==> config.mk <==
export PLATFORM = sky130hd
export DESIGN_NAME = seq_multiplier
export DESIGN_NICKNAME = d
export VERILOG_FILES = /design/src/rtl/seq_multiplier.sv
export SDC_FILE = /design/constraint.sdc
export NUM_CORES = 1
export LEC_CHECK = 0
export CORE_UTILIZATION = 50
export CTS_BUF_LIST = sky130_fd_sc_hd__clkbuf_8 sky130_fd_sc_hd__clkbuf_16
export DETAILED_ROUTE_END_ITERATION = 6
export PLACE_DENSITY = 0.75
export REMOVE_ABC_BUFFERS = 1
export SYNTH_ARGS = -nofsm -noshare
export SYNTH_HDL_FRONTEND = slang
export SYNTH_SLANG_ARGS = --single-unit
==> constraint.sdc <==
create_clock -name clk -period 2.05 [get_ports clk]
set_input_delay 0.205 -clock clk [delete_from_list [all_inputs] [get_ports clk]]
set_output_delay 0.205 -clock clk [all_outputs]
set_load 0.005 [all_outputs]
==> src/rtl/seq_multiplier.sv <==
// Sequential shift-add multiplier with signed/unsigned modes, overflow flag and
// valid/ready handshakes. One multiply in flight; one partial-product add per cycle.
module seq_multiplier #(
  parameter int WIDTH = 4
) (
  input  logic                 clk,
  input  logic                 rst_n,
  input  logic                 in_valid,
  output logic                 in_ready,
  input  logic [WIDTH-1:0]     a,
  input  logic [WIDTH-1:0]     b,
  input  logic                 signed_mode,
  output logic                 out_valid,
  input  logic                 out_ready,
  output logic [2*WIDTH-1:0]   p,
  output logic                 c_out
);

  localparam int PW = 2 * WIDTH;
  localparam int CW = $clog2(WIDTH + 1);
  localparam logic [CW-1:0] LAST_CNT = CW'(WIDTH);
  localparam logic [CW-1:0] CNT_ONE  = CW'(1);

  typedef enum logic [1:0] {
    IDLE = 2'd0,
    CALC = 2'd1,
    DONE = 2'd2
  } state_t;

  state_t           state;
  logic [CW-1:0]    cnt;
  logic [PW-1:0]    ma;
  logic [WIDTH-1:0] mb;
  logic [PW-1:0]    acc;
  logic             neg;
  logic             sgn;
  logic [PW-1:0]    result;

  // Magnitude of an operand; in signed mode the most negative value maps to
  // 2^(WIDTH-1), which still fits in WIDTH unsigned bits.
  function automatic logic [WIDTH-1:0] mag(input logic [WIDTH-1:0] v, input logic s);
    mag = (s && v[WIDTH-1]) ? -v : v;
  endfunction

  // Overflow: the full product does not fit back into a WIDTH-bit operand.
  function automatic logic overflow(input logic [PW-1:0] r, input logic s);
    logic [WIDTH:0] top;
    top = r[PW-1:WIDTH-1];
    if (s)
      overflow = !((&top) || !(|top));
    else
      overflow = |r[PW-1:WIDTH];
  endfunction

  assign result = neg ? -acc : acc;

  always_ff @(posedge clk or negedge rst_n) begin
    if (!rst_n) begin
      state     <= IDLE;
      in_ready  <= 1'b1;
      out_valid <= 1'b0;
      p         <= '0;
      c_out     <= 1'b0;
      cnt       <= '0;
      ma        <= '0;
      mb        <= '0;
      acc       <= '0;
      neg       <= 1'b0;
      sgn       <= 1'b0;
    end else begin
      case (state)
        IDLE: begin
          if (in_valid) begin
            ma       <= {{WIDTH{1'b0}}, mag(a, signed_mode)};
            mb       <= mag(b, signed_mode);
            neg      <= signed_mode & (a[WIDTH-1] ^ b[WIDTH-1]);
            sgn      <= signed_mode;
            acc      <= '0;
            cnt      <= '0;
            in_ready <= 1'b0;
            state    <= CALC;
          end
        end
        CALC: begin
          // Counts 0..WIDTH-1 are the add iterations; the final count applies
          // the sign fix and publishes the result.
          if (cnt == LAST_CNT) begin
            p         <= result;
            c_out     <= overflow(result, sgn);
            out_valid <= 1'b1;
            state     <= DONE;
          end else begin
            if (mb[0])
              acc <= acc + ma;
            ma  <= ma << 1;
            mb  <= mb >> 1;
            cnt <= cnt + CNT_ONE;
          end
        end
        DONE: begin
          if (out_ready) begin
            out_valid <= 1'b0;
            in_ready  <= 1'b1;
            state     <= IDLE;
          end
        end
        default: begin
          state     <= IDLE;
          in_ready  <= 1'b1;
          out_valid <= 1'b0;
        end
      endcase
    end
  end

endmodule

==> metrics.md, run 1 <==
| Metric | Value |
|---|---|
| ANT cells | `0` |
| CP Max Fanout | `4` |
| RSZ-0062 raised after global routing | `yes` |
| Power per cell area | `1460 nW/um2` |
| Setup violators final | `0` |
| First-pass GRT wire length | `7.84 mm` |
| Cell count after synthesis | `~230` |
| CTS sink cnt | `38` |
| Mapped cell area | `about 2200 um2` |
| # DRC | `0` |
| Core Area | `4090 um2` |
| Via count | `1779` |
| Crit Path Category | `reg2reg` |
| Hold slack | `4.18 ps` |
| # port buffers | `23` |
| Max Slew Vio Count | `0` |
| Buffer depth of the longest clock path | `2` |
| Worst Skew | `~7.6 ps` |
| Final instance area | `around 2600 um2` |
| Number of synthesized flops with an enable pin | `0` |
| DRT Pass-1 Iters | `4` |
| Endpoints failing hold | `0` |
| Sequential fraction of design power | `36.2%` |
| Comb pwr share | `approximately half` |
| Post-route ant nets | `0` |
| Vias per std cell | `5.65` |
| Layout area overhead | `21.4%` |
| Max-Cap Viols | `0` |
| Post-route minimum period | `between 2000 and 2500 ps` |
| Fin crit share | `between 90% and 100%` |
| GRT Resource Usage Total | `23.4%` |
| Routed length per instance | `approximately 14 um` |
| Pin count of the biggest net entering global routing | `39` |
| CP Capture Type | `register` |
| Worst-Skew Late Latency | `slightly below 300 ps` |
| Nets@finish | `291` |
| Most common flop cell mapped by yosys | `dfrtp_1` |
| Fin util | `between 60% and 70%` |
| Placer's final routability congestion estimate | `0.795` |
| Hold Buf Count CTS | `0` |
| FFs w/ async S/R, synth | `100%` |
| Synth unique cells | `45` |
| Yosys warning total | `0` |
| Sw frac | `between 40% and 50%` |
| Initial Util | `between 50% and 60%` |
| # IOs | `24` |
| CTS buffer count | `5` |
| Worst hold path type | `in2async` |
| GR Overflow Total | `0` |
| Vias in the first global route | `between 1500 and 2000` |
| Clk pwr share | `roughly an eighth` |
| H-tree lvl count | `2` |
| Register bit total from synthesis | `38` |
| Int Power | `between 2 and 2.5 mW` |
| P_sw | `~1.6 mW` |
| CP Launch Type | `register` |
| Post-synthesis sequential area ratio | `between 40% and 50%` |
| DIE HEIGHT | `approximately 68 um` |
| Placed Area | `around 2500 um2` |
| Row Count | `23` |
| Crit path arrival time | `approximately 2200 ps` |
| Slew headroom | `between 40 and 50%` |
| Setup TNS | `0 ps` |
| DRT Wirelength | `~4.5 mm` |
| Layout cells sized above 1 | `between 10% and 20%` |
| Fmax | `~500 MHz` |
| Worst slew pin tran | `819 ps` |
| Worst VDD drop | `1.09 mV` |
| Antenna violations before repair | `0` |
| Required time of the critical path | `2230 ps` |
| TritonCTS clock tree | `yes` |
| Syn Area/Cell | `around 9.4 um2` |
| Leakage | `1.19 nW` |
| Worst-path clk slew | `~70 ps` |
| Die Width | `a little under 70 um` |
| Full die area | `around 4600 um2` |
| Clk root buf | `clkbuf_8` |
| Outcome | `completed` |
| HPWL Detailed | `between 3 and 4 mm` |
| Starting DRT DRC Count | `99` |
cell usage after synthesis, types with 2 or more instances:
| master | n | share of area, % |
|---|---|---|
| dfrtp_1 | 37 | 43 |
| nand2_1 | 35 | 6.1 |
| o21ai_0 | 27 | 6.2 |
| a21oi_1 | 18 | 4.2 |
| inv_1 | 14 | 2.4 |
| ha_1 | 12 | 6.9 |
| nor2_1 | 10 | 1.7 |
| xor2_1 | 9 | 3.6 |
| clkbuf_1 | 6 | 1.0 |
| a22o_1 | 5 | 2.0 |
| nand3_1 | 5 | 1.2 |
| xnor2_1 | 5 | 2.0 |
| o31ai_1 | 4 | 1.4 |
| a32o_1 | 3 | 1.4 |
| and3_1 | 3 | 0.87 |
| mux2_2 | 3 | 1.6 |
| a21o_1 | 2 | 0.69 |
| a31oi_1 | 2 | 0.58 |
| buf_2 | 2 | 0.46 |
| o21bai_1 | 2 | 0.69 |
| o22ai_1 | 2 | 0.58 |
| or3_1 | 2 | 0.58 |
worst max-delay path, stage by stage, from the launching register on:
cell     delay (ps)
dfrtp_1         400
buf_4           150
or2_4           250
o41ai_4         220
xor2_1          140
or4_1           510
o221a_1         230
registers in the layout, summed over array words and instances (netlist names):
signal	flops
sgn	1
cnt	3
neg	1
ma	8
p	8
in_ready	1
acc	8
c_out	1
state	2
mb	4
out_valid	1
per-stage QoR:
step                setup slack (ps)  instances  power [mW]
floorplan                        103        223        2.55
global placement               -7.85        303        3.16
detailed placement             -49.3        303        3.23
CTS                             10.1        312        3.74
global route                   -46.1        315        4.18
finish                          45.9        315        3.84
kinds of logic (layout without fill, tap and decap cells):
kind of cell               count (synthesis)  after routing  synth area share, %
muxes                                      4              4                 2.02
buffers and inverters                     22             56                 3.93
and+or+nand+nor                           66             66                 14.7
DFF                                       38             38                 44.0
AOI/OAI and AO/OA                         74             74                 21.7
xor gates and xnor gates                  14             14                 5.67
adders and majority gates                 13             13                 7.87
worst paths after layout:
| check | depth (start not counted) | slack [ps] | endpoint | startpoint |
|---|---|---|---|---|
| worst max-delay path | 6 | 50 | c_out | acc[0] |
| worst min-delay path | 1 | 4 | p[4] | rst_n |
| worst max register to register | 6 | 50 | c_out | acc[0] |
| worst min register to register | 2 | 480 | p[0] | p[0] |
| max in group asynchronous | 1 | 1490 | acc[1] | rst_n |
| min in group clk | 2 | 480 | p[0] | p[0] |
area by class of cell:
| class | instances | area (um2) |
|---|---|---|
| multi-input combinational | 171 | 1160 |
| fill | 366 | 1460 |
| sequential | 38 | 955 |
| tap | 50 | 62.6 |
| clock buffer | 5 | 68.8 |
| inverter | 14 | 52.6 |
| timing repair buffer | 35 | 315 |
| clock inverter | 2 | 7.51 |
what timing repair did:
item	in CTS	in global routing
pin swaps	0	3
gates resized for setup	3	10
gates cloned	0	0
buffers inserted	2	3
endpoints found under the setup margin	4	3
power by group through the flow:
stage	clock (mW)	sequential (mW)	combinational, mW
after floorplan	0	1.35	1.20
after global placement	0	1.39	1.77
after detailed placement	0	1.40	1.82
after CTS	0.475	1.39	1.87
after global routing	0.520	1.45	2.21
final	0.480	1.39	1.97
cells in the final DEF, fill, tap and decap left out, types with 2 or more instances in the layout:
cell type | netlist | routed
inv_1 | 14 | 16
a22o_1 | 5 | 5
a21oi_1 | 18 | 16
or3_1 | 2 | 2
dfrtp_2 | 0 | 2
xor2_1 | 9 | 9
ha_2 | 0 | 2
a31oi_1 | 2 | 2
nor2_1 | 10 | 9
o31ai_1 | 4 | 3
buf_4 | 0 | 12
dfrtp_1 | 37 | 35
xnor2_1 | 5 | 5
o21bai_1 | 2 | 2
o22ai_1 | 2 | 2
ha_1 | 12 | 10
clkbuf_8 | 0 | 5
o21ai_0 | 27 | 26
clkdlybuf4s50_1 | 0 | 22
a21o_1 | 2 | 2
nand2_1 | 35 | 35
and3_1 | 3 | 3
nand3_1 | 5 | 5
a32o_1 | 3 | 3
a21oi_2 | 0 | 2
mux2_2 | 3 | 3
per-layer routing:
metal | GRT usage [%] | vias to the layer above | share of wire, %
li1 | - | 889 | -
met1 | 27.1 | 840 | 45
met2 | 41.7 | 41 | 49
met3 | 4.39 | 9 | 4.0
met4 | 10.2 | 0 | 2.1
met5 | 0 | - | 0
(Power assumes the default switching activity.)
==> run 2: changes to the inputs <==
--- a/config.mk
+++ b/config.mk
@@ -5,9 +5,11 @@
 export SDC_FILE = /design/constraint.sdc
 export NUM_CORES = 1
 export LEC_CHECK = 0
+export CORE_MARGIN = 2
 export CORE_UTILIZATION = 50
 export CTS_BUF_LIST = sky130_fd_sc_hd__clkbuf_8 sky130_fd_sc_hd__clkbuf_16
 export DETAILED_ROUTE_END_ITERATION = 6
+export GPL_ROUTABILITY_DRIVEN = 0
 export PLACE_DENSITY = 0.75
 export REMOVE_ABC_BUFFERS = 1
 export SYNTH_ARGS = -nofsm -noshare
==> metrics.md, run 2 (synthesized netlist as in run 1, its figures left out) <==
| Metric | Value |
|---|---|
| Outcome | `completed` |
| GRT Resource Usage Total | `about a fifth` |
| Leakage | `between 1 and 1.5 nW` |
| GRT Max-Usage Layer | `met2` |
| CP Capture Type | `register` |
| Worst hold path type | `in2async` |
| Full die area | `slightly below 5000 um2` |
| # port buffers | `23` |
| # IOs | `24` |
| PnR worst setup slack | `68.1 ps` |
| DRT Pass-1 Iters | `4` |
| Crit path arrival time | `around 2200 ps` |
| Row Count | `23` |
| CTS sink cnt | `38` |
| Layout cells sized above 1 | `13.3%` |
| Crit Path Category | `reg2reg` |
| Worst VDD drop | `around 0.8 mV` |
| Required time of the critical path | `approximately 2200 ps` |
| Fmax | `505 MHz` |
| Fillers | `375` |
| Antenna violations before repair | `0` |
| H-tree lvl count | `2` |
| Worst-path clk slew | `70 ps` |
| Slew headroom | `around 45%` |
| CP Max Fanout | `6` |
| Nets@finish | `between 200 and 300` |
| First-pass GRT wire length | `between 7 and 8 mm` |
| DIE HEIGHT | `69.8 um` |
| Core Area | `4090 um2` |
| Largest regs | `acc x8, ma x8, p x8` |
| Layout area overhead | `21.3%` |
| CTS buffer count | `5` |
| # DRC | `0` |
| Worst-Skew Late Latency | `slightly below 300 ps` |
| Setup TNS | `0 ps` |
| Vias per std cell | `around 5.6` |
| Placement Setup Slack | `-25.2 ps` |
| Starting DRT DRC Count | `85` |
| Endpoints failing hold | `0` |
| Via count | `roughly 1800` |
| Max Slew Vio Count | `0` |
| CP Launch Type | `register` |
| RSZ-0062 raised after global routing | `yes` |
| HPWL Detailed | `approximately 3.2 mm` |
| Post-route ant nets | `0` |
| Most frequent cells in the layout | `35 x nand2_1, 35 x dfrtp_1, 27 x o21ai_0` |
| DRT Wirelength | `4.35 mm` |
| Met1 Use GR | `roughly a quarter` |
| Worst slew pin tran | `slightly above 800 ps` |
| Pin count of the biggest net entering global routing | `39` |
| Tot Pwr | `~3.9 mW` |
| ANT cells | `0` |
| TritonCTS clock tree | `yes` |
| Buffer depth of the longest clock path | `2` |
| Post-route minimum period | `around 2000 ps` |
| Grt met2 use | `between 30% and 40%` |
| Max-Cap Viols | `0` |
| Die Width | `about 70 um` |
| GR Overflow Total | `0` |
| Worst Skew | `between 6 and 7 ps` |
| Setup violators final | `0` |
| Vias in the first global route | `1741` |
| Clk root buf | `clkbuf_8` |
| Routed length per instance | `roughly 14 um` |
| Initial Util | `a little over half` |
| Fin crit share | `a little over nine tenths` |
| M3 GR Usage | `between 5 and 6%` |
| Power per cell area | `1470 nW/um2` |
[run 2: cell count changes in the layout (fill, tap and decap cells not counted), sizes merged]
cell    previous run  this run
buf               13        11
bufinv             0         1
[run 2: per-layer routing]
layer / vias to the layer above / wire length [um]
met2: 21 / 2140
met4: 0 / 67
li1: 889 / -
met5: - / 0
met3: 7 / 131
met1: 839 / 2010
[run 2: per-stage QoR]
step                util [%]  hold slack (ps)  instance area (um2)  std cells
finish                  64.2             6.30                 2620        314
global route            64.2             80.3                 2620        314
CTS                     63.2             34.4                 2580        311
detailed placement      60.5              356                 2470        303
global placement        60.5              352                 2470        303
floorplan                  -            -90.6                 2130        223
[run 2: final cells by class]
type	count	area, um2	share of cell area [%]
clock buffers	5	68.8	2.62
repair buffers	33	300	11.4
multi-input cells	171	1150	43.7
clock inverters	3	37.5	1.43
flip-flops and latches	38	955	36.4
inverters	14	52.6	2.00
well taps	50	62.6	2.38
[run 2: timing repair]
item,CTS,global route
cloned,0,0
buffers inserted,0,3
pin swaps,0,2
endpoints found under the setup margin,3,3
hold buffers,0,0
gates resized for setup,2,6
[run 2: worst paths after layout]
path	start	end	slack [ps]	cells past startpoint
setup / recovery	acc[0]	c_out	70	7
hold / removal	rst_n	p[4]	6	1
setup reg to reg	acc[0]	c_out	70	7
hold reg to reg	p[2]	p[2]	480	2
max in group asynchronous	rst_n	acc[0]	1470	1
min in group clk	p[2]	p[2]	480	2
[run 2: worst max-delay path: stages (launching register included)]
cell and delay [ps]:
dfrtp_2 440, inv_1 80, ha_1 160, inv_1 80
o31ai_2 290, xor2_1 130, or4_1 480, o221a_1 230
[run 2: report_power, final]
group	switching, mW	internal (mW)	total (mW)	leakage (nW)
Combinational	0.960	0.910	1.87	0.640
Clock	0.253	0.354	0.607	0.0607
Sequential	0.322	1.07	1.39	0.486
Total	1.54	2.33	3.87	1.19
